--- src/rtl/usb_rx_packet_parser.sv ---
// USB receive packet parser: frames FIFO bytes into packets, checks PID, CRC5 and CRC16,
// streams DATA payload with the CRC bytes stripped and pulses one status per packet.
module usb_rx_packet_parser #(
  parameter int unsigned MAX_PAYLOAD = 64,
  parameter int unsigned CNT_W       = $clog2(MAX_PAYLOAD + 4)
) (
  input  logic             clk,
  input  logic             rst,
  input  logic [7:0]       fifo_data,
  input  logic             fifo_empty,
  input  logic             rcving,
  input  logic             r_error,
  output logic             r_enable,
  output logic             pld_valid,
  output logic [7:0]       pld_data,
  output logic             pkt_valid,
  output logic             pkt_err,
  output logic [2:0]       err_code,
  output logic [3:0]       pkt_pid,
  output logic [6:0]       pkt_addr,
  output logic [3:0]       pkt_endp,
  output logic [CNT_W-1:0] pld_count
);

  typedef enum logic [2:0] {S_IDLE, S_TOKEN, S_DATA, S_HSK, S_DRAIN} state_t;

  localparam logic [2:0]       ERR_PID   = 3'd1;
  localparam logic [2:0]       ERR_CRC5  = 3'd2;
  localparam logic [2:0]       ERR_CRC16 = 3'd3;
  localparam logic [2:0]       ERR_LEN   = 3'd4;
  localparam logic [2:0]       ERR_RX    = 3'd5;
  localparam logic [4:0]       CRC5_RES  = 5'b01100;
  localparam logic [15:0]      CRC16_RES = 16'h800D;
  localparam logic [CNT_W-1:0] CNT_TWO   = CNT_W'(2);
  localparam logic [CNT_W-1:0] CNT_LIMIT = CNT_W'(MAX_PAYLOAD + 3);

  // Bits arrive LSB first, so the register is fed byte bit 0 first.
  function automatic logic [4:0] crc5_byte(input logic [4:0] c, input logic [7:0] b);
    logic [4:0] r;
    r = c;
    for (int unsigned i = 0; i < 8; i++) begin
      if (r[4] ^ b[i]) r = {r[3:0], 1'b0} ^ 5'b00101;
      else             r = {r[3:0], 1'b0};
    end
    return r;
  endfunction

  function automatic logic [15:0] crc16_byte(input logic [15:0] c, input logic [7:0] b);
    logic [15:0] r;
    r = c;
    for (int unsigned i = 0; i < 8; i++) begin
      if (r[15] ^ b[i]) r = {r[14:0], 1'b0} ^ 16'h8005;
      else              r = {r[14:0], 1'b0};
    end
    return r;
  endfunction

  state_t           state_q, state_d;
  logic [CNT_W-1:0] cnt_q, cnt_d;
  logic [4:0]       crc5_q, crc5_d;
  logic [15:0]      crc16_q, crc16_d;
  logic [7:0]       h0_q, h0_d, h1_q, h1_d;
  logic [3:0]       pid_s_q, pid_s_d;
  logic [6:0]       addr_s_q, addr_s_d;
  logic [3:0]       endp_s_q, endp_s_d;
  logic             pld_valid_q, pld_valid_d;
  logic [7:0]       pld_data_q, pld_data_d;
  logic             pkt_valid_q, pkt_valid_d;
  logic             pkt_err_q, pkt_err_d;
  logic [2:0]       err_code_q, err_code_d;
  logic [3:0]       pkt_pid_q, pkt_pid_d;
  logic [6:0]       pkt_addr_q, pkt_addr_d;
  logic [3:0]       pkt_endp_q, pkt_endp_d;
  logic [CNT_W-1:0] pld_count_q, pld_count_d;
  logic             eop, fail, fail_drain, done;
  logic [2:0]       fail_code;

  assign r_enable = !rst && !fifo_empty;
  assign eop      = !rcving && fifo_empty;

  always_comb begin
    state_d     = state_q;
    cnt_d       = cnt_q;
    crc5_d      = crc5_q;
    crc16_d     = crc16_q;
    h0_d        = h0_q;
    h1_d        = h1_q;
    pid_s_d     = pid_s_q;
    addr_s_d    = addr_s_q;
    endp_s_d    = endp_s_q;
    pld_valid_d = 1'b0;
    pld_data_d  = pld_data_q;
    pkt_valid_d = 1'b0;
    pkt_err_d   = 1'b0;
    err_code_d  = err_code_q;
    pkt_pid_d   = pkt_pid_q;
    pkt_addr_d  = pkt_addr_q;
    pkt_endp_d  = pkt_endp_q;
    pld_count_d = pld_count_q;
    fail        = 1'b0;
    fail_drain  = 1'b0;
    fail_code   = '0;
    done        = 1'b0;

    case (state_q)
      S_IDLE: if (r_enable) begin
        if (fifo_data[7:4] != ~fifo_data[3:0]) begin
          fail = 1'b1; fail_code = ERR_PID; fail_drain = 1'b1;
        end else begin
          pid_s_d = fifo_data[3:0];
          cnt_d   = '0;
          crc5_d  = '1;
          crc16_d = '1;
          case (fifo_data[3:0])
            4'h1, 4'h9, 4'hD: state_d = S_TOKEN;
            4'h3, 4'hB:       state_d = S_DATA;
            4'h2, 4'hA, 4'hE: state_d = S_HSK;
            default: begin fail = 1'b1; fail_code = ERR_LEN; fail_drain = 1'b1; end
          endcase
        end
      end
      S_TOKEN: begin
        if (r_error) begin
          fail = 1'b1; fail_code = ERR_RX; fail_drain = 1'b1;
        end else if (r_enable) begin
          if (cnt_q == CNT_TWO) begin
            fail = 1'b1; fail_code = ERR_LEN; fail_drain = 1'b1;
          end else begin
            cnt_d  = cnt_q + CNT_W'(1);
            crc5_d = crc5_byte(crc5_q, fifo_data);
            if (cnt_q == '0) begin
              addr_s_d = fifo_data[6:0];
              endp_s_d = {endp_s_q[3:1], fifo_data[7]};
            end else begin
              endp_s_d = {fifo_data[2:0], endp_s_q[0]};
            end
          end
        end else if (eop) begin
          if (cnt_q != CNT_TWO)       begin fail = 1'b1; fail_code = ERR_LEN;  end
          else if (crc5_q != CRC5_RES) begin fail = 1'b1; fail_code = ERR_CRC5; end
          else begin
            done       = 1'b1;
            pkt_addr_d = addr_s_q;
            pkt_endp_d = endp_s_q;
          end
        end
      end
      S_DATA: begin
        if (r_error) begin
          fail = 1'b1; fail_code = ERR_RX; fail_drain = 1'b1;
        end else if (r_enable) begin
          // Oversize is caught on the pop that would make the payload exceed the limit.
          if (cnt_q + CNT_W'(1) == CNT_LIMIT) begin
            fail = 1'b1; fail_code = ERR_LEN; fail_drain = 1'b1;
          end else begin
            cnt_d   = cnt_q + CNT_W'(1);
            crc16_d = crc16_byte(crc16_q, fifo_data);
            h0_d    = fifo_data;
            h1_d    = h0_q;
            if (cnt_q >= CNT_TWO) begin
              pld_valid_d = 1'b1;
              pld_data_d  = h1_q;
            end
          end
        end else if (eop) begin
          if (cnt_q < CNT_TWO)           begin fail = 1'b1; fail_code = ERR_LEN;   end
          else if (crc16_q != CRC16_RES) begin fail = 1'b1; fail_code = ERR_CRC16; end
          else begin
            done        = 1'b1;
            pld_count_d = cnt_q - CNT_TWO;
          end
        end
      end
      S_HSK: begin
        if (r_error)       begin fail = 1'b1; fail_code = ERR_RX;  fail_drain = 1'b1; end
        else if (r_enable) begin fail = 1'b1; fail_code = ERR_LEN; fail_drain = 1'b1; end
        else if (eop)      done = 1'b1;
      end
      S_DRAIN: if (eop) state_d = S_IDLE;
      default: state_d = S_IDLE;
    endcase

    if (fail) begin
      pkt_err_d  = 1'b1;
      err_code_d = fail_code;
      state_d    = fail_drain ? S_DRAIN : S_IDLE;
    end
    if (done) begin
      pkt_valid_d = 1'b1;
      pkt_pid_d   = pid_s_q;
      state_d     = S_IDLE;
    end
  end

  always_ff @(posedge clk or posedge rst) begin
    if (rst) begin
      state_q     <= S_IDLE;
      cnt_q       <= '0;
      crc5_q      <= '1;
      crc16_q     <= '1;
      h0_q        <= '0;
      h1_q        <= '0;
      pid_s_q     <= '0;
      addr_s_q    <= '0;
      endp_s_q    <= '0;
      pld_valid_q <= 1'b0;
      pld_data_q  <= '0;
      pkt_valid_q <= 1'b0;
      pkt_err_q   <= 1'b0;
      err_code_q  <= '0;
      pkt_pid_q   <= '0;
      pkt_addr_q  <= '0;
      pkt_endp_q  <= '0;
      pld_count_q <= '0;
    end else begin
      state_q     <= state_d;
      cnt_q       <= cnt_d;
      crc5_q      <= crc5_d;
      crc16_q     <= crc16_d;
      h0_q        <= h0_d;
      h1_q        <= h1_d;
      pid_s_q     <= pid_s_d;
      addr_s_q    <= addr_s_d;
      endp_s_q    <= endp_s_d;
      pld_valid_q <= pld_valid_d;
      pld_data_q  <= pld_data_d;
      pkt_valid_q <= pkt_valid_d;
      pkt_err_q   <= pkt_err_d;
      err_code_q  <= err_code_d;
      pkt_pid_q   <= pkt_pid_d;
      pkt_addr_q  <= pkt_addr_d;
      pkt_endp_q  <= pkt_endp_d;
      pld_count_q <= pld_count_d;
    end
  end

  assign pld_valid = pld_valid_q;
  assign pld_data  = pld_data_q;
  assign pkt_valid = pkt_valid_q;
  assign pkt_err   = pkt_err_q;
  assign err_code  = err_code_q;
  assign pkt_pid   = pkt_pid_q;
  assign pkt_addr  = pkt_addr_q;
  assign pkt_endp  = pkt_endp_q;
  assign pld_count = pld_count_q;

endmodule
--- config.mk ---
export PLATFORM = sky130hd
export DESIGN_NAME = usb_rx_packet_parser
export DESIGN_NICKNAME = d
export VERILOG_FILES = /design/src/rtl/usb_rx_packet_parser.sv
export SDC_FILE = /design/constraint.sdc
export NUM_CORES = 1
export LEC_CHECK = 0
export ABC_AREA = 1
export CAP_MARGIN = 20
export CORE_UTILIZATION = 26
export DETAILED_ROUTE_END_ITERATION = 6
export GPL_ROUTABILITY_DRIVEN = 1
export GPL_TIMING_DRIVEN = 0
export HOLD_SLACK_MARGIN = 0.02
export PLACE_DENSITY = 0.51
export SLEW_MARGIN = 20
export SYNTH_ARGS = -nofsm -noshare
export SYNTH_HDL_FRONTEND = slang
export SYNTH_SLANG_ARGS = --single-unit
--- constraint.sdc ---
create_clock -name clk -period 4.83 [get_ports clk]
set_input_delay 0.483 -clock clk [delete_from_list [all_inputs] [get_ports clk]]
set_output_delay 0.483 -clock clk [all_outputs]
set_load 0.01 [all_outputs]
Yosys cells after proc, flatten, opt, wreduce, memory -nomap -nowiden:

Cells that the tools add are included.

* output and inout port bits: 37
* word-level logic and storage cells: 286
* bits of input ports: 13
* register bits after elaboration: 98

* magnitude comparators: 2
* mux-type cells: 163
* add/subtract/negate cells: 2
* eq/ne operators: 31
* bitwise gates (word level): 43
* reductions and logical operators: 26

Operators with widths (count)
* 16-bit two-way mux: 41
* 5-bit two-way mux: 33
* 3-bit two-way mux: 29
* 7-bit two-way mux: 8
* 1-bit two-way mux: 41
* 16-bit one-hot mux with 2 select lines: 1
* 3-bit NOT: 8
* 6-bit AND reduction: 4
* 7-bit one-hot mux with 3 select lines: 1
* 4-bit equality test (second input constant): 5
* 5-bit AND reduction: 4
* 3-bit one-hot mux with 3 select lines: 2
* 16-bit != test (second input constant): 1
* 2-bit != test (second input constant): 8
* 2-bit NOT: 8
* 1-bit bitwise XOR: 16
* 4-bit != test (second input constant): 3
* 3-bit one-hot mux with 4 select lines: 1
* 1-bit NOT: 10
* 5-bit one-hot mux with 2 select lines: 1
* 9-bit AND reduction: 1
* 3-bit OR reduction: 3
* 4-bit by 2-bit equality test with 1-bit output (second input constant): 2
* 1-bit one-hot mux with 4 select lines: 2
* 28 further kinds: 34

Logic depth before layout (Yosys ltp):

* depth in word-level cells: 48
* gate-level depth with buffers: 15

Least setup slack after synthesis:

No wires, ideal clock.

* path type: input to register
* start: input port fifo_data[1]
* end: register pld_data_q[0] (netlist: pld_data[0])
* required time: 4.713 ns
* buffers on the path: 2
* stages on the path: 13
* data arrival time: 1.820 ns
* path slack: 2.893 ns
* cell sequence: buf_4 -> inv_2 -> nand2_1 -> nand2_1 -> nor2_4 -> nand3_4 -> a21oi_4 -> nand2_4 -> nor2_8 -> o21ai_2 -> buf_6 -> nand2_2 -> o21ai_2

RTL lines
* start, declared: RTL line 9 `input logic [7:0] fifo_data,`
* end signal, assigned: RTL line 226 `pld_data_q <= pld_data_d;`
* end, declared: RTL line 67 `logic [7:0] pld_data_q, pld_data_d;`

Worst setup path after layout:

* start: input port fifo_empty
* end: register state_q[1]

* cells in the longest elaborated chain, start to end: 7

RTL lines
* start, declared: RTL line 10 `input logic fifo_empty,`
* 1-bit logical AND or 1-bit zero test (tied branches): RTL line 79, 78
* 1-bit two-way mux (tied with other cells): RTL line 165 `end else if (eop) begin`
* 1-bit two-way mux, on equally long branches: RTL line 151, 125, 176
* 1-bit two-way mux, on equally long branches: RTL line 149, 123, 175
* 1-bit one-hot mux with 4 select lines or 1-bit one-hot mux with 3 select lines (tied branches): RTL line 105 `case (state_q)`
* 6-bit != test (no line) (tied with other cells)
* 5-bit AND reduction (no line) or 3-bit two-way mux (tied branches)
* end signal, assigned: RTL line 216 `state_q <= state_d;`
* end, declared: RTL line 58 `state_t state_q, state_d;`

Several ways; a longest one is shown, not always the timed one.
A chain may end at the register's enable or synchronous reset.

==> metrics.yaml <==
run_status:
  status: "completed"
logic_synthesis:
  synthDistinctLibCells: 35
  syn_nets: 621
  ys_top_cells_by_count: "nand2_1 (190), dfrtp_1 (77), inv_1 (66)"
  synth-seq-cells: 98
  yosys.cell_count.top_type: "nand2_1"
  synth_ff_type: "dfrtp_1"
  syn_area_um2: 5040
  synth_top_area_cell: "dfrtp_1"
  yosys_warnings: 0
  async_flop_share_pct: 100
  ys_top_cells_by_area: "dfrtp_1 (38%), nand2_1 (14%), dfstp_2 (11%)"
  ys_seq_area_share_pct: 49.2
  synth_area_per_cell_um2: 8.36
  synth_edf_count: 0
  synth_top_area_share_pct: 38.2
  syn_inst: 603
place:
  io_buffers: 46
  hpwl_um: 8780
  placed_cells: 910
  gp_congestion: 0.841
worst_setup_path:
  critPathRequiredTime_ps: 5090
  reg2reg_from: "cnt_q[1]$_DFFE_PP0P_"
  critPathArrivalTime_ps: 2760
  end_kind: "flop"
  start_kind: "input pin"
  r2r_setup_slack_ps: 2490
  ff2ff_path_depth: 12
  crit_type: "input pin to flop"
  worstReg2RegEnd: "state_q[1]$_DFFE_PP0P_"
  cp_max_fo: 6
hold_path:
  holdPathEnd: "endp_s_q[3]$_DFFE_PP0P_"
  min_path_type: "input pin to flop"
  hold_path_startpoint: "fifo_data[2]"
  whs_path_depth: 3
flow_run:
  cap_violations: 0
cells_and_area:
  postLayoutCoreUtil_pct: 32.7
  drive_gt1_share_pct: 14.0
  area_growth_pct: 22.3
  num-nets-final: 679
  n_antenna_cell: 0
  fillers: 2026
  final_cells: 926
routing:
  routed_via_density: 4.26
  drt-initial-drc-count: 201
  first_pass_iters: 4
  vias: 3946
  postRouteAntennaNets: 0
  drt_wl_total_um: 12000
  drcViolationCount: 0
  wl_per_cell_um: 12.9
floorplan:
  row_count: 50
  die_w_um: 141
  coreArea_um2: 18800
  pin_count: 50
  initial_core_util_pct: 26.8
  die-area_um2: 20000
  die_h_um: 141
clock_tree:
  clkSinkCount: 98
  post_cts_buffers: 0
  cts_tree: "built"
  clock_latency_ps: 360
  cts.htree.levels: 3
  clockBufferDepth: 2
  numCtsBuffers: 9
  cts.clk_slew.worst_paths_ps: 70
  root_buffer: "clkbuf_16"
  hold_buffers: 0
  cts_resized: 0
pwr:
  peakVddDrop_mv: 0.200
  p_leak_nw: 2.94
  power_density_nw_per_um2: 449
  power_w: 0.00277
sta:
  skew_ps: 11.7
  fin_crit_ps: 2510
  worstMarginPinSlew_ps: 582
  setup_viol: 0
  rsz0062_at_grt: "no"
  hold_viol: 0
  period_share_pct: 51.9
  slew_viol_final: 0
  max-slew-margin-rel_pct: 60.9
  max_freq_ghz: 0.399
global_route:
  grt_pass1_wl_um: 20000
  gr-total-overflow: 0
  grt_max_degree: 77
  antenna_found_initial: 0
  grt_pass1_vias: 3897
  grt_usage_pct: 13.0
-- worst max-delay path by stage --
| stage | slack (ps) | start | endpoint |
|---|---|---|---|
| floorplan | 1820 | rst | addr_s_q[0]$_DFFE_PP0P_ |
| finish | 2320 | fifo_empty | state_q[1]$_DFFE_PP0P_ |
| global route | 2000 | fifo_empty | state_q[0]$_DFFE_PP0P_ |
| CTS | 2350 | fifo_empty | state_q[1]$_DFFE_PP0P_ |
| global placement | -1 | rst | pld_valid$_DFF_PP0_ |
| detailed placement | 1970 | fifo_empty | state_q[1]$_DFFE_PP0P_ |
-- routing by layer --
layer	wire [um]	vias to the layer above	track usage [%]	part of all wire, %
li1	-	2067	-	-
met1	6000	1815	17.1	50
met2	5500	56	20.8	46
met3	353	8	3.50	2.9
met4	128	0	3.95	1.1
met5	0	-	0	0
-- critical path, stage by stage --
cell             delay, ps
clkdlybuf4s50_1        520
inv_1                   50
nor2_1                 330
nand2_1                150
nor2_1                 170
nand3_1                340
o21ai_0                220
nor2_2                 120
nand4_1                180
nand2_1                 90
nand2_1                 60
nand2_1                 40
-- registers in the layout, indices dropped and copies added, names as in the netlist, 3 cells and up --
| register | count |
|---|---|
| err_code | 3 |
| crc16_q | 16 |
| h1_q | 8 |
| endp_s_q | 4 |
| h0_q | 8 |
| cnt_q | 7 |
| addr_s_q | 7 |
| pld_count | 7 |
| pkt_addr | 7 |
| crc5_q | 5 |
| pkt_endp | 4 |
| state_q | 3 |
| pld_data | 8 |
| pid_s_q | 4 |
| pkt_pid | 4 |
-- area by class of cell --
cell class	count	area, um^2	share of cell area, %
Inverter	72	275	4.46
Clock buffer	9	225	3.65
Sequential cell	98	2480	40.2
Clock inverter	7	81.3	1.32
Buffer	13	93.8	1.52
Multi-Input combinational cell	420	2200	35.7
Tap cell	260	325	5.28
Timing Repair Buffer	47	488	7.91
-- cells in the final DEF, fill, tap and decap left out, types with 3 or more instances in the layout --
cell,instances
a21oi_1,14
a22oi_1,12
a31oi_1,3
buf_2,6
buf_6,4
clkbuf_16,9
clkdlybuf4s50_1,46
dfrtp_1,77
dfstp_2,21
ha_1,5
inv_1,65
inv_2,6
mux2_2,8
nand2_1,190
nand2_2,3
nand3_1,23
nand3_2,3
nand4_1,7
nor2_1,34
nor2_2,5
nor2_4,3
nor3_1,5
o21ai_0,44
o21ai_1,14
o21ai_2,9
xnor2_1,13
xor2_1,16
-- through the flow --
step           hold WS, ps  area (um^2)  setup slack (ps)  TNS [ps]
5_1_grt                479         6170              2000         0
4_1_cts                464         6170              2350         0
2_1_floorplan          442         5040              1820         0
3_3_place_gp           466         5830             -1.31     -14.9
3_5_place_dp           463         5860              1970         0
6_report               474         6170              2320         0
-- kinds of logic after synthesis --
kind of cell	Yosys count	synth area share [%]
flops	98	49.2
buf+inv	85	7.22
mux	9	1.99
fa+ha+maj	5	1.24
compound gates	101	11.8
xor+xnor	29	5.04
simple gates	276	23.6
-- power breakdown --
group | switching (W) | internal [W]
sequential | 0.000112 | 0.00103
clock | 0.000362 | 0.000369
combinational | 0.000562 | 0.000331
total | 0.00104 | 0.00174
Note: power is estimated with default switching activity, not from simulation.
